[config.mk]
export PLATFORM = sky130hd
export DESIGN_NAME = rr_arbiter
export DESIGN_NICKNAME = d
export VERILOG_FILES = /design/src/rtl/rr_arb_pkg.sv /design/src/rtl/rr_prio_pick.sv /design/src/rtl/rr_arbiter.sv
export SDC_FILE = /design/constraint.sdc
export NUM_CORES = 1
export LEC_CHECK = 0
export CORE_UTILIZATION = 42
export DETAILED_ROUTE_END_ITERATION = 8
export GPL_ROUTABILITY_DRIVEN = 0
export PLACE_DENSITY_LB_ADDON = 0.3
export SYNTH_ARGS = -nofsm -noshare
export SYNTH_HDL_FRONTEND = slang
export SYNTH_HIERARCHICAL = 1
export SYNTH_SLANG_ARGS = --single-unit
[constraint.sdc]
create_clock -name clk_i -period 2.96 [get_ports clk_i]
set_input_delay 0.592 -clock clk_i [delete_from_list [all_inputs] [get_ports clk_i]]
set_output_delay 0.592 -clock clk_i [all_outputs]
set_load 0.02 [all_outputs]
[src/rtl/rr_arb_pkg.sv]
// rtl/rr_arb_pkg.sv - shared types and width helpers for the round-robin arbiter
package rr_arb_pkg;

    typedef enum logic {
        IDLE = 1'b0,
        BUSY = 1'b1
    } arb_state_e;

    function automatic int idx_width(input int n);
        return (n > 1) ? $clog2(n) : 1;
    endfunction

    // Counter only needs to reach max_hold-1 before the watchdog fires.
    function automatic int hold_width(input int max_hold);
        return (max_hold > 2) ? $clog2(max_hold) : 1;
    endfunction

endpackage

[src/rtl/rr_prio_pick.sv]
// rtl/rr_prio_pick.sv - combinational first-one search starting at a rotating pointer
module rr_prio_pick
    import rr_arb_pkg::*;
#(
    parameter int N_REQ = 4,
    parameter int IW    = idx_width(N_REQ)
) (
    input  logic [N_REQ-1:0] cand_i,
    input  logic [IW-1:0]    start_i,
    output logic [N_REQ-1:0] win_o,
    output logic [IW-1:0]    win_idx_o,
    output logic             any_o
);

    logic [2*N_REQ-1:0] dbl;
    logic [N_REQ-1:0]   rot;
    logic [N_REQ-1:0]   one;
    logic [IW-1:0]      off;
    logic [IW:0]        sum;
    logic               found;

    always_comb begin
        dbl       = {cand_i, cand_i} >> start_i;
        rot       = dbl[N_REQ-1:0];
        one       = {{(N_REQ-1){1'b0}}, 1'b1};
        off       = '0;
        found     = 1'b0;
        for (int k = 0; k < N_REQ; k++) begin
            if (!found && rot[k]) begin
                found = 1'b1;
                off   = IW'(k);
            end
        end
        // Undo the rotation: winner index is start + offset, modulo N_REQ.
        sum = {1'b0, start_i} + {1'b0, off};
        if (sum >= (IW+1)'(N_REQ)) begin
            sum = sum - (IW+1)'(N_REQ);
        end
        any_o     = found;
        win_idx_o = found ? sum[IW-1:0] : '0;
        win_o     = found ? (one << win_idx_o) : '0;
    end

endmodule

[src/rtl/rr_arbiter.sv]
// rtl/rr_arbiter.sv - round-robin arbiter with held grants; RR_ARB_WATCHDOG_EN adds a hold-time revoke
module rr_arbiter
    import rr_arb_pkg::*;
#(
    parameter  int N_REQ    = 4,
    parameter  int MAX_HOLD = 16,
    localparam int IW       = idx_width(N_REQ)
) (
    input  logic             clk_i,
    input  logic             rst_ni,
    input  logic [N_REQ-1:0] req_i,
    output logic [N_REQ-1:0] gnt_o,
    output logic [IW-1:0]    gnt_idx_o,
    output logic             gnt_valid_o,
    output logic             timeout_o
);

    if (N_REQ < 2 || MAX_HOLD < 2) begin : g_bad_params
        $error("rr_arbiter: N_REQ and MAX_HOLD must both be at least 2");
    end

    arb_state_e       state_q, state_d;
    logic [IW-1:0]    ptr_q, ptr_d;
    logic [N_REQ-1:0] gnt_q, gnt_d;
    logic [IW-1:0]    idx_q, idx_d;
    logic             valid_q, valid_d;

    logic             owner_req;
    logic             revoke;
    logic             rel;
    logic [IW-1:0]    ptr_next_owner;
    logic [N_REQ-1:0] cand;
    logic [IW-1:0]    start;
    logic [N_REQ-1:0] win;
    logic [IW-1:0]    win_idx;
    logic             win_any;

    assign owner_req      = req_i[idx_q];
    assign rel            = (state_q == BUSY) && (!owner_req || revoke);
    assign ptr_next_owner = (idx_q == IW'(N_REQ-1)) ? '0 : idx_q + IW'(1);

    // When re-arbitrating from BUSY the outgoing owner is masked out and the search starts after it.
    assign cand  = (state_q == BUSY) ? (req_i & ~gnt_q) : req_i;
    assign start = (state_q == BUSY) ? ptr_next_owner : ptr_q;

    rr_prio_pick #(
        .N_REQ (N_REQ),
        .IW    (IW)
    ) u_pick (
        .cand_i    (cand),
        .start_i   (start),
        .win_o     (win),
        .win_idx_o (win_idx),
        .any_o     (win_any)
    );

    always_comb begin
        state_d = state_q;
        ptr_d   = ptr_q;
        gnt_d   = gnt_q;
        idx_d   = idx_q;
        case (state_q)
            IDLE: begin
                if (win_any) begin
                    gnt_d   = win;
                    idx_d   = win_idx;
                    state_d = BUSY;
                end
            end
            BUSY: begin
                if (rel) begin
                    ptr_d = ptr_next_owner;
                    if (win_any) begin
                        gnt_d = win;
                        idx_d = win_idx;
                    end else begin
                        gnt_d   = '0;
                        idx_d   = '0;
                        state_d = IDLE;
                    end
                end
            end
            default: begin
                gnt_d   = '0;
                idx_d   = '0;
                state_d = IDLE;
            end
        endcase
        valid_d = |gnt_d;
    end

    always_ff @(posedge clk_i) begin
        if (!rst_ni) begin
            state_q <= IDLE;
            ptr_q   <= '0;
            gnt_q   <= '0;
            idx_q   <= '0;
            valid_q <= 1'b0;
        end else begin
            state_q <= state_d;
            ptr_q   <= ptr_d;
            gnt_q   <= gnt_d;
            idx_q   <= idx_d;
            valid_q <= valid_d;
        end
    end

`ifdef RR_ARB_WATCHDOG_EN
    localparam int CW = hold_width(MAX_HOLD);

    logic [CW-1:0] hold_q;
    logic          timeout_q;

    assign revoke = (state_q == BUSY) && owner_req && (hold_q == CW'(MAX_HOLD-1));

    // Any grant change (new owner, release, idle) restarts the count.
    always_ff @(posedge clk_i) begin
        if (!rst_ni) begin
            hold_q    <= '0;
            timeout_q <= 1'b0;
        end else begin
            timeout_q <= revoke;
            if (state_q == BUSY && !rel) begin
                hold_q <= hold_q + CW'(1);
            end else begin
                hold_q <= '0;
            end
        end
    end

    assign timeout_o = timeout_q;
`else
    assign revoke    = 1'b0;
    assign timeout_o = 1'b0;
`endif

    assign gnt_o       = gnt_q;
    assign gnt_idx_o   = idx_q;
    assign gnt_valid_o = valid_q;

endmodule

After elaboration in Yosys (flattened, before gate mapping)
Index checks and enable logic that the tools add are counted.
Widths: inputs -> output; s select.
{"block": "totals", "latch_bits": 0, "mem_bits_ro": 0, "mem_count": 0, "input_bits": 6, "reg_bits": 10, "out_inout_bits": 8, "ramBits": 0}
{"block": "op_classes", "addsub": 3, "mux": 25, "eq_ne": 3, "div_mod_pow": 0, "n_reduce_logical": 11, "shifts": 2, "multipliers": 0, "magnitude_cmp": 2, "bitwise_logic": 3}
{"op": "$mux 2", "n": 9}
{"op": "$mux 4", "n": 4}
{"op": "$mux 1", "n": 8}
{"op": "$pmux 4 s2", "n": 1}
{"op": "$shr 8x2->4", "n": 1}
{"op": "$and 4x4->4", "n": 1}
{"op": "$logic_and 1x1->1", "n": 4}
{"op": "$logic_not 1->1", "n": 4}
{"op": "$ne 2x1->1 const B", "n": 2}
{"op": "$not 4->4", "n": 1}
{"op": "$pmux 2 s2", "n": 1}
{"op": "$reduce_and 2->1", "n": 2}
{"op": "$reduce_or 4->1", "n": 1}
{"op": "$shl 1x2->4 const A", "n": 1}
{"op": "$add 2x2->3", "n": 1}
{"op": "$ge 3x3->1 const B", "n": 1}
{"op": "$lt 2x3->1 const B", "n": 1}
{"op": "$add 2x1->2 const B", "n": 1}
{"op": "$bmux 1 s2", "n": 1}
{"op": "$eq 2x2->1 const B", "n": 1}
{"op": "$pmux 1 s2", "n": 1}
{"op": "$sub 2x1->2 const B", "n": 1}
{"op": "$not 1->1", "n": 1}

Longest topological paths before layout
Gate-level depths: netlist of run 1.
{"block": "depth", "word_depth": 23, "depth_mapped": 14, "depth_no_buf": 12}

By module
The synthesis of run 1 kept the hierarchy.
{"mod": "rr_arbiter", "cells_per_inst": 46, "n_inst": 1, "area_per_inst_um2": 452.9, "seq_area_each_um2": 200.2}
{"mod": "rr_prio_pick", "cells_per_inst": 42, "n_inst": 1, "area_per_inst_um2": 296.5, "seq_area_each_um2": 0.0}

Worst setup path after synthesis of run 1
Ideal clock, no wire load.
{"block": "synth_timing", "path_type": "input to register", "startpoint": "input req_i[3]", "endpoint": "register valid_q (netlist: gnt_valid_o)", "stages": 11, "setup_slack_ps": 259, "setup_time_ps": 81, "t_arrival_ps": 2620, "path_buffers": 0, "cell_sequence": "a21boi_0 > nor2_1 > o21a_1 > a21oi_1 > o211ai_1 > ha_1 > xnor2_1 > or3_1 > mux2i_1 > a32oi_1 > a41oi_1"}
{"block": "synth_between", "elab_chain_len": 22}
{"item": "start: declaration", "line_no": "rr_arbiter.sv:11", "source": "input logic [N_REQ-1:0] req_i,"}
{"item": "$and 4x4->4", "line_no": "rr_arbiter.sv:43", "source": "assign cand = (state_q == BUSY) ? (req_i & ~gnt_q) : req_i;"}
{"item": "$mux 4 (*)", "line_no": "rr_arbiter.sv:43"}
{"item": "$shr 8x2->4 (*)", "line_no": "rr_prio_pick.sv:23", "source": "dbl = {cand_i, cand_i} >> start_i;"}
{"item": "$mux 1", "line_no": "rr_prio_pick.sv:29", "source": "if (!found && rot[k]) begin"}
{"item": "$logic_not 1->1", "line_no": "rr_prio_pick.sv:29"}
{"item": "$logic_and 1x1->1", "line_no": "rr_prio_pick.sv:29"}
{"item": "$mux 1", "line_no": "rr_prio_pick.sv:29"}
{"item": "$logic_not 1->1", "line_no": "rr_prio_pick.sv:29"}
{"item": "[7 not listed]"}
{"item": "$mux 2", "line_no": "rr_prio_pick.sv:36", "source": "if (sum >= (IW+1)'(N_REQ)) begin"}
{"item": "$mux 2 (*)", "line_no": "rr_prio_pick.sv:40", "source": "win_idx_o = found ? sum[IW-1:0] : '0;"}
{"item": "$shl 1x2->4 (*)", "line_no": "rr_prio_pick.sv:41", "source": "win_o = found ? (one << win_idx_o) : '0;"}
{"item": "net win[0]", "line_no": "rr_arbiter.sv:34", "source": "logic [N_REQ-1:0] win;"}
{"item": "$mux 4", "line_no": "rr_arbiter.sv:73", "source": "if (win_any) begin"}
{"item": "$mux 4", "line_no": "rr_arbiter.sv:71", "source": "if (rel) begin"}
{"item": "$pmux 4 s2 (*)", "line_no": "rr_arbiter.sv:62", "source": "case (state_q)"}
{"item": "$reduce_or 4->1 (*)", "line_no": "rr_arbiter.sv:89", "source": "valid_d = |gnt_d;"}
{"item": "end signal: assignment", "line_no": "rr_arbiter.sv:104", "source": "valid_q <= valid_d;"}
{"item": "end: declaration", "line_no": "rr_arbiter.sv:26", "source": "logic valid_q, valid_d;"}
Mark *: on every way through the listed nets, which the timed path passes. The rest lies on a longest branch. The select of a mux whose other input is x is not followed.
A chain may end at the register's enable or synchronous reset.

Worst setup path in the final report of run 1
{"block": "layout_timing", "startpoint": "register idx_q[0] (netlist: gnt_idx_o[0])", "endpoint": "register valid_q (netlist: gnt_valid_o)"}
{"block": "layout_between", "elab_chain_len": 23}
{"item": "start: declaration", "line_no": "rr_arbiter.sv:25", "source": "logic [IW-1:0] idx_q, idx_d;"}
{"item": "start signal: assignment", "line_no": "rr_arbiter.sv:103", "source": "idx_q <= idx_d;"}
{"item": "$add 2x1->2 or $eq 2x2->1 (tied branches)", "line_no": "rr_arbiter.sv:40", "source": "assign ptr_next_owner = (idx_q == IW'(N_REQ-1)) ? '0 : idx_q + IW'(1);"}
{"item": "$mux 2 (*)", "line_no": "rr_arbiter.sv:40"}
{"item": "net ptr_next_owner[1]", "line_no": "rr_arbiter.sv:31", "source": "logic [IW-1:0] ptr_next_owner;"}
{"item": "$mux 2 (*)", "line_no": "rr_arbiter.sv:44", "source": "assign start = (state_q == BUSY) ? ptr_next_owner : ptr_q;"}
{"item": "net start[1]", "line_no": "rr_arbiter.sv:33", "source": "logic [IW-1:0] start;"}
{"item": "$shr 8x2->4", "line_no": "rr_prio_pick.sv:23"}
{"item": "$mux 1", "line_no": "rr_prio_pick.sv:29"}
{"item": "$logic_not 1->1", "line_no": "rr_prio_pick.sv:29"}
{"item": "[10 not listed]"}
{"item": "$mux 2", "line_no": "rr_prio_pick.sv:36"}
{"item": "$mux 2 (*)", "line_no": "rr_prio_pick.sv:40"}
{"item": "$shl 1x2->4 (*)", "line_no": "rr_prio_pick.sv:41"}
{"item": "net win[2]", "line_no": "rr_arbiter.sv:34"}
{"item": "$mux 4", "line_no": "rr_arbiter.sv:73"}
{"item": "$mux 4", "line_no": "rr_arbiter.sv:71"}
{"item": "$pmux 4 s2 (*)", "line_no": "rr_arbiter.sv:62"}
{"item": "$reduce_or 4->1 (*)", "line_no": "rr_arbiter.sv:89"}
Marks and branches as above.

==> results of run 1 <==
through the flow:
stage	hold WS (ns)	instance area, um^2
2_1_floorplan	0.4593	749.5
3_3_place_gp	0.4787	982.2
3_5_place_dp	0.4889	982.2
4_1_cts	0.5063	1018
5_1_grt	0.5363	1114
6_report	0.5058	1114
synth_stat cells (all sizes together) (2+ instances only):
cell | n | area share
nor2b | 2 | 0.017
dfxtp | 10 | 0.27
a21boi | 4 | 0.040
mux2i | 6 | 0.080
buf | 4 | 0.030
clkbuf | 2 | 0.010
a32oi | 6 | 0.070
a21oi | 3 | 0.020
mux2 | 3 | 0.055
nand2b | 3 | 0.028
nor4 | 2 | 0.017
nor2 | 12 | 0.060
nand2 | 6 | 0.033
nor3 | 2 | 0.013
o211ai | 2 | 0.020
inv | 3 | 0.015
o21a | 2 | 0.020
ha | 2 | 0.033
or3 | 2 | 0.017
nor3b | 2 | 0.020
timing repair:
| action | 4_1_cts | 5_1_grt |
|---|---|---|
| endpoints found under the hold margin | 0 | 0 |
| endpoints found under the setup margin | 0 | 4 |
| setup buffers | 0 | 3 |
| gates resized for setup | 0 | 21 |
sequential cells by signal (all words and copies together), names as in the netlist:
register / count
gnt_idx_o: 2
gnt_o: 4
gnt_valid_o: 1
ptr_q: 2
state_q: 1
per-layer routing:
| metal | vias up | wire length, um | GRT usage |
|---|---|---|---|
| met5 | - | 0 | 0 |
| met4 | 0 | 21 | 0.01818 |
| met3 | 8 | 119 | 0.06939 |
| met2 | 30 | 903 | 0.3588 |
| met1 | 354 | 833 | 0.2469 |
| li1 | 378 | - | - |
worst min-delay path by stage:
stage / endpoint / cells past startpoint / slack, ns / from
after floorplan: ptr_q[1] / 2 / 0.46 / ptr_q[1]
after global placement: ptr_q[1] / 2 / 0.48 / ptr_q[1]
after detailed placement: ptr_q[1] / 2 / 0.49 / ptr_q[1]
after CTS: ptr_q[1] / 2 / 0.51 / ptr_q[1]
after global routing: ptr_q[1] / 2 / 0.54 / ptr_q[1]
final: ptr_q[1] / 2 / 0.51 / ptr_q[1]
power by group:
part | leakage [nW] | internal, mW | switching (mW) | total, mW
Sequential | 0.0824 | 0.187 | 0.0599 | 0.247
Clock | 0.0210 | 0.0748 | 0.0504 | 0.125
Combinational | 0.385 | 0.437 | 0.390 | 0.827
Total | 0.489 | 0.698 | 0.501 | 1.20
worst reg2reg max path, cell delays in order, from the launching register on:
cell and delay, ns:
dfxtp_1 0.45, ha_1 0.28, mux2_2 0.39, o211ai_1 0.23, ha_2 0.28, xnor2_4 0.10, or3_4 0.37, mux2i_1 0.15
a32oi_1 0.14, a41oi_1 0.23
final cells by class:
class / instances / area, um^2
multi-input combinational: 68 / 561.8
fill: 114 / 480.5
timing repair buffer: 30 / 269.0
sequential: 10 / 201.4
clock buffer: 4 / 36.28
tap: 24 / 30.03
inverter: 4 / 15.01
cell families after synthesis:
group,share of synthesized area
mux,0.1653
simple gates,0.2053
compound gates,0.2404
other cells,0.005004
flops,0.2671
buf+inv,0.06010
xor+xnor,0.02338
fa+ha+maj,0.03338
==> results.toml, run 1 <==
[synthesis]
yosysWarningCount = 6
synth_fp_nets = 96
synth-edff-count = 0
ys_types = 35
syn_avg_cell_area_um2 = 8.517
synth_area_um2 = 749.5
ys.flop_type = "dfxtp_1"
synth_seq_cells = 10
async_flop_share = 0
seq_area_frac_synth = 0.2671
synth_cells = 88

[hold_path]
hold_path.class = "flip-flop to flip-flop"

[cts]
cts_buffers = 3
cts_tree = "done"
root_buffer = "clkbuf_4"
clock_latency_ns = 0.27
clk_path_buf_depth = 2
cts_hold_buf = 0
clk_pin_slew_worst_paths_ns = 0.07
cts-htree-levels = 1
clock_sinks = 10

[detailed_routing]
drcViolationCount = 0
drt.antenna.violating_nets = 0
routed_wl_mm = 1.878
vias_per_cell = 5.500
wl_per_cell_um = 13.41
vias = 770
drt-pass1-iter-count = 6
drt_iter0_drc = 23

[final_layout]
final_util = 0.6986
layout-drive-gt1-share = 0.3448
final_cell_mix = "17 x buf_4, 11 x nor2_1, 9 x dfxtp_1"
antennaDiodeCount = 0
areaGrowthSynthToFinish_pct = 48.58
final_cells = 140
nets = 125
final_common_cell = "buf_4"

[timing]
slew_viol_final = 0
finalSetupViolCount = 0
hold_viol = 0
fin_crit_ns = 2.705
finalClockSkew_ns = 0.009103
period_share = 0.9138
fmax_mhz = 369.7
postLayoutSetupSlackWorst_ns = 0.2550
final.setup.tns_ns = 0
rsz0062_at_grt = "false"

[die]
start_util = 0.4702
coreArea_um2 = 1594
dieWidth_um = 44.24
die_y_um = 44.24
ioPinCount = 14
num_rows = 14
dieArea_um2 = 1957

[setup_path]
worst-path-buf-inv = 0
cp_slowest_stage_delay_ns = 0.45
reg2regPathDepth = 9
rr_startpoint = "gnt_idx_o[0]"
crit_path_start = "gnt_idx_o[0]"
crit_family = "compound AO/OA/AOI/OAI gates"
crit_fanout = 8
worstSetupEndpoint = "gnt_valid_o"
setup.worst_path.class = "flip-flop to flip-flop"
critical_path_required_ns = 3.14
cp_num_cells = 9
arrival_ns = 2.89
cp_cell_sequence = "ha_1 > mux2_2 > o211ai_1 > ha_2 > xnor2_4 > or3_4 > mux2i_1 > a32oi_1 > a41oi_1"
worstReg2RegEnd = "gnt_valid_o"
slowest_stage = "dfxtp_1"
ff2ff_setup_slack_ns = 0.26
end_kind = "flip-flop"
start_kind = "flip-flop"

[placement]
hpwlAfterDp_mm = 1.333
dp_cells = 133
pre_cts_slack_ns = -0.2290
io_buffers = 12

[global_routing]
first_global_vias = 693
grt_pass1_wl_mm = 2.946
antenna_found_initial = 0
grt_max_degree = 11
grt_use_total = 0.2030
overflow = 0

[pwr]
leakage_nw = 0.4886
p_per_area_nw_per_um2 = 1077
peakVddDrop_uv = 632.6
p_total_mw = 1.199

[job]
max-cap-violations = 0

[outcome]
status = "complete, no violations"
No activity file was read; power rests on OpenSTA's default activity.
==> run 2: changes to the inputs <==
--- a/config.mk
+++ b/config.mk
@@ -5,7 +5,9 @@
 export SDC_FILE = /design/constraint.sdc
 export NUM_CORES = 1
 export LEC_CHECK = 0
-export CORE_UTILIZATION = 42
+export CELL_PAD_IN_SITES_DETAIL_PLACEMENT = 1
+export CELL_PAD_IN_SITES_GLOBAL_PLACEMENT = 2
+export CORE_UTILIZATION = 29
 export DETAILED_ROUTE_END_ITERATION = 8
 export GPL_ROUTABILITY_DRIVEN = 0
 export PLACE_DENSITY_LB_ADDON = 0.3
==> run 2 against run 1 <==
  * Clock skew is 0.0040 ns lower
  * Via count is 4.2% lower
  * Setup slack worse by 0.15 ns
  * Die area is 43% higher
  * Cell area is 0.34% lower
  * Largest cell class unchanged
==> results.toml, run 2 (synthesized netlist as in run 1, its figures left out) <==
[outcome]
status = "complete, no violations"

[cts]
root_buffer = "clkbuf_4"
cts_buffers = 3
clock_latency_ns = 0.27
clock_sinks = 10
cts_hold_buf = 0
clk_pin_slew_worst_paths_ns = 0.07
cts-htree-levels = 1
cts_tree = "done"
clk_path_buf_depth = 2

[timing]
postLayoutSetupSlackWorst_ns = 0.1076
finalClockSkew_ns = 0.005073
slew_viol_final = 0
whs_ns = 0.5113
final.setup.tns_ns = 0
hold_viol = 0
fin_crit_ns = 2.852
period_share = 0.9637
fmax_mhz = 350.6
finalSetupViolCount = 0

[die]
coreArea_um2 = 2455
dieWidth_um = 52.84
dieArea_um2 = 2792
ioPinCount = 14
num_rows = 18
start_util = 0.3053
die_y_um = 52.84

[setup_path]
crit_fanout = 4
ff2ff_setup_slack_ns = 0.23
setup.worst_path.class = "primary input to flip-flop"
critical_path_required_ns = 3.17
end_kind = "flip-flop"
start_kind = "primary input"
arrival_ns = 3.06

[detailed_routing]
wl_per_cell_um = 13.82
routed_wl_mm = 2.004
vias_per_cell = 5.090
drt-pass1-iter-count = 4
drt.antenna.violating_nets = 0
vias = 738
drcViolationCount = 0
drt_iter0_drc = 7

[final_layout]
final_common_cell = "buf_4"
nets = 124
final_cells = 145
largest_register_ffs = 4
final_cell_mix = "16 x buf_4, 10 x nor2_1, 9 x dfxtp_1, 9 x clkdlybuf4s50_1"
antennaDiodeCount = 0
layout-drive-gt1-share = 0.3565
areaGrowthSynthToFinish_pct = 48.08

[global_routing]
antenna_found_initial = 0
grt_pass1_wl_mm = 3.374
grt_use_total = 0.1714
overflow = 0
grt_max_degree = 11
first_global_vias = 773

[pwr]
leakage_nw = 0.4733
p_per_area_nw_per_um2 = 1090
p_total_mw = 1.210
peakVddDrop_uv = 674.0

[job]
max-cap-violations = 0

[hold_path]
hold_path.class = "flip-flop to flip-flop"

[placement]
io_buffers = 12
dp_cells = 140
hpwlAfterDp_mm = 1.617
pre_cts_slack_ns = -0.2613
-- run 2: worst paths after layout --
path           startpoint        to  cells after the start
max reg2reg  gnt_idx_o[0]  gnt_o[0]                     10
min              ptr_q[1]  ptr_q[1]                      2
min reg2reg      ptr_q[1]  ptr_q[1]                      2
max              req_i[3]  gnt_o[0]                     14
-- run 2: critical path: stages --
cell and delay (ns):
clkdlybuf4s50_1 0.48, a21boi_2 0.15, buf_4 0.14, nor2_2 0.05, o21a_1 0.10, a21oi_1 0.14, o211ai_1 0.12, ha_2 0.24
xnor2_4 0.16, or3_4 0.37, mux2i_1 0.15, a32oi_1 0.15, buf_4 0.16, nor2_2 0.07
-- run 2: metal layers --
metal  track usage  vias up  share of wire
met4        0.1053        0          0.024
met5             0        -              0
li1              -      374              -
met3       0.01739        4          0.017
met2        0.3038       10           0.49
met1        0.1931      350           0.47
-- run 2: report_power, final --
| group | internal (mW) | switching, mW | total, mW | leakage (nW) |
|---|---|---|---|---|
| Clock | 0.0747 | 0.0469 | 0.122 | 0.0210 |
| Combinational | 0.451 | 0.392 | 0.842 | 0.370 |
| Sequential | 0.187 | 0.0591 | 0.246 | 0.0824 |
-- run 2: layout make-up --
cell class / instances / area [um^2]
clock buffers: 4 / 36.28
fillers: 289 / 1345
inverters: 4 / 15.01
multi-input cells: 68 / 560.5
flip-flops and latches: 10 / 201.4
well taps: 30 / 37.54
repair buffers: 29 / 259.0
-- run 2: stage by stage --
| stage | area [um^2] | util |
|---|---|---|
| 3_5_place_dp | 997.2 | 0.4062 |
| 2_1_floorplan | 749.5 | - |
| 5_1_grt | 1110 | 0.4521 |
| 4_1_cts | 1036 | 0.4220 |
| 6_report | 1110 | 0.4521 |
| 3_3_place_gp | 997.2 | 0.4062 |
-- run 2: what timing repair did --
| item | 4_1_cts | 5_1_grt |
|---|---|---|
| gates cloned | 0 | 0 |
| pin swaps | 3 | 8 |
| setup endpoints to repair | 1 | 3 |
| endpoints found under the hold margin | 0 | 0 |
| buffers inserted | 0 | 1 |
| gates resized for setup | 2 | 19 |
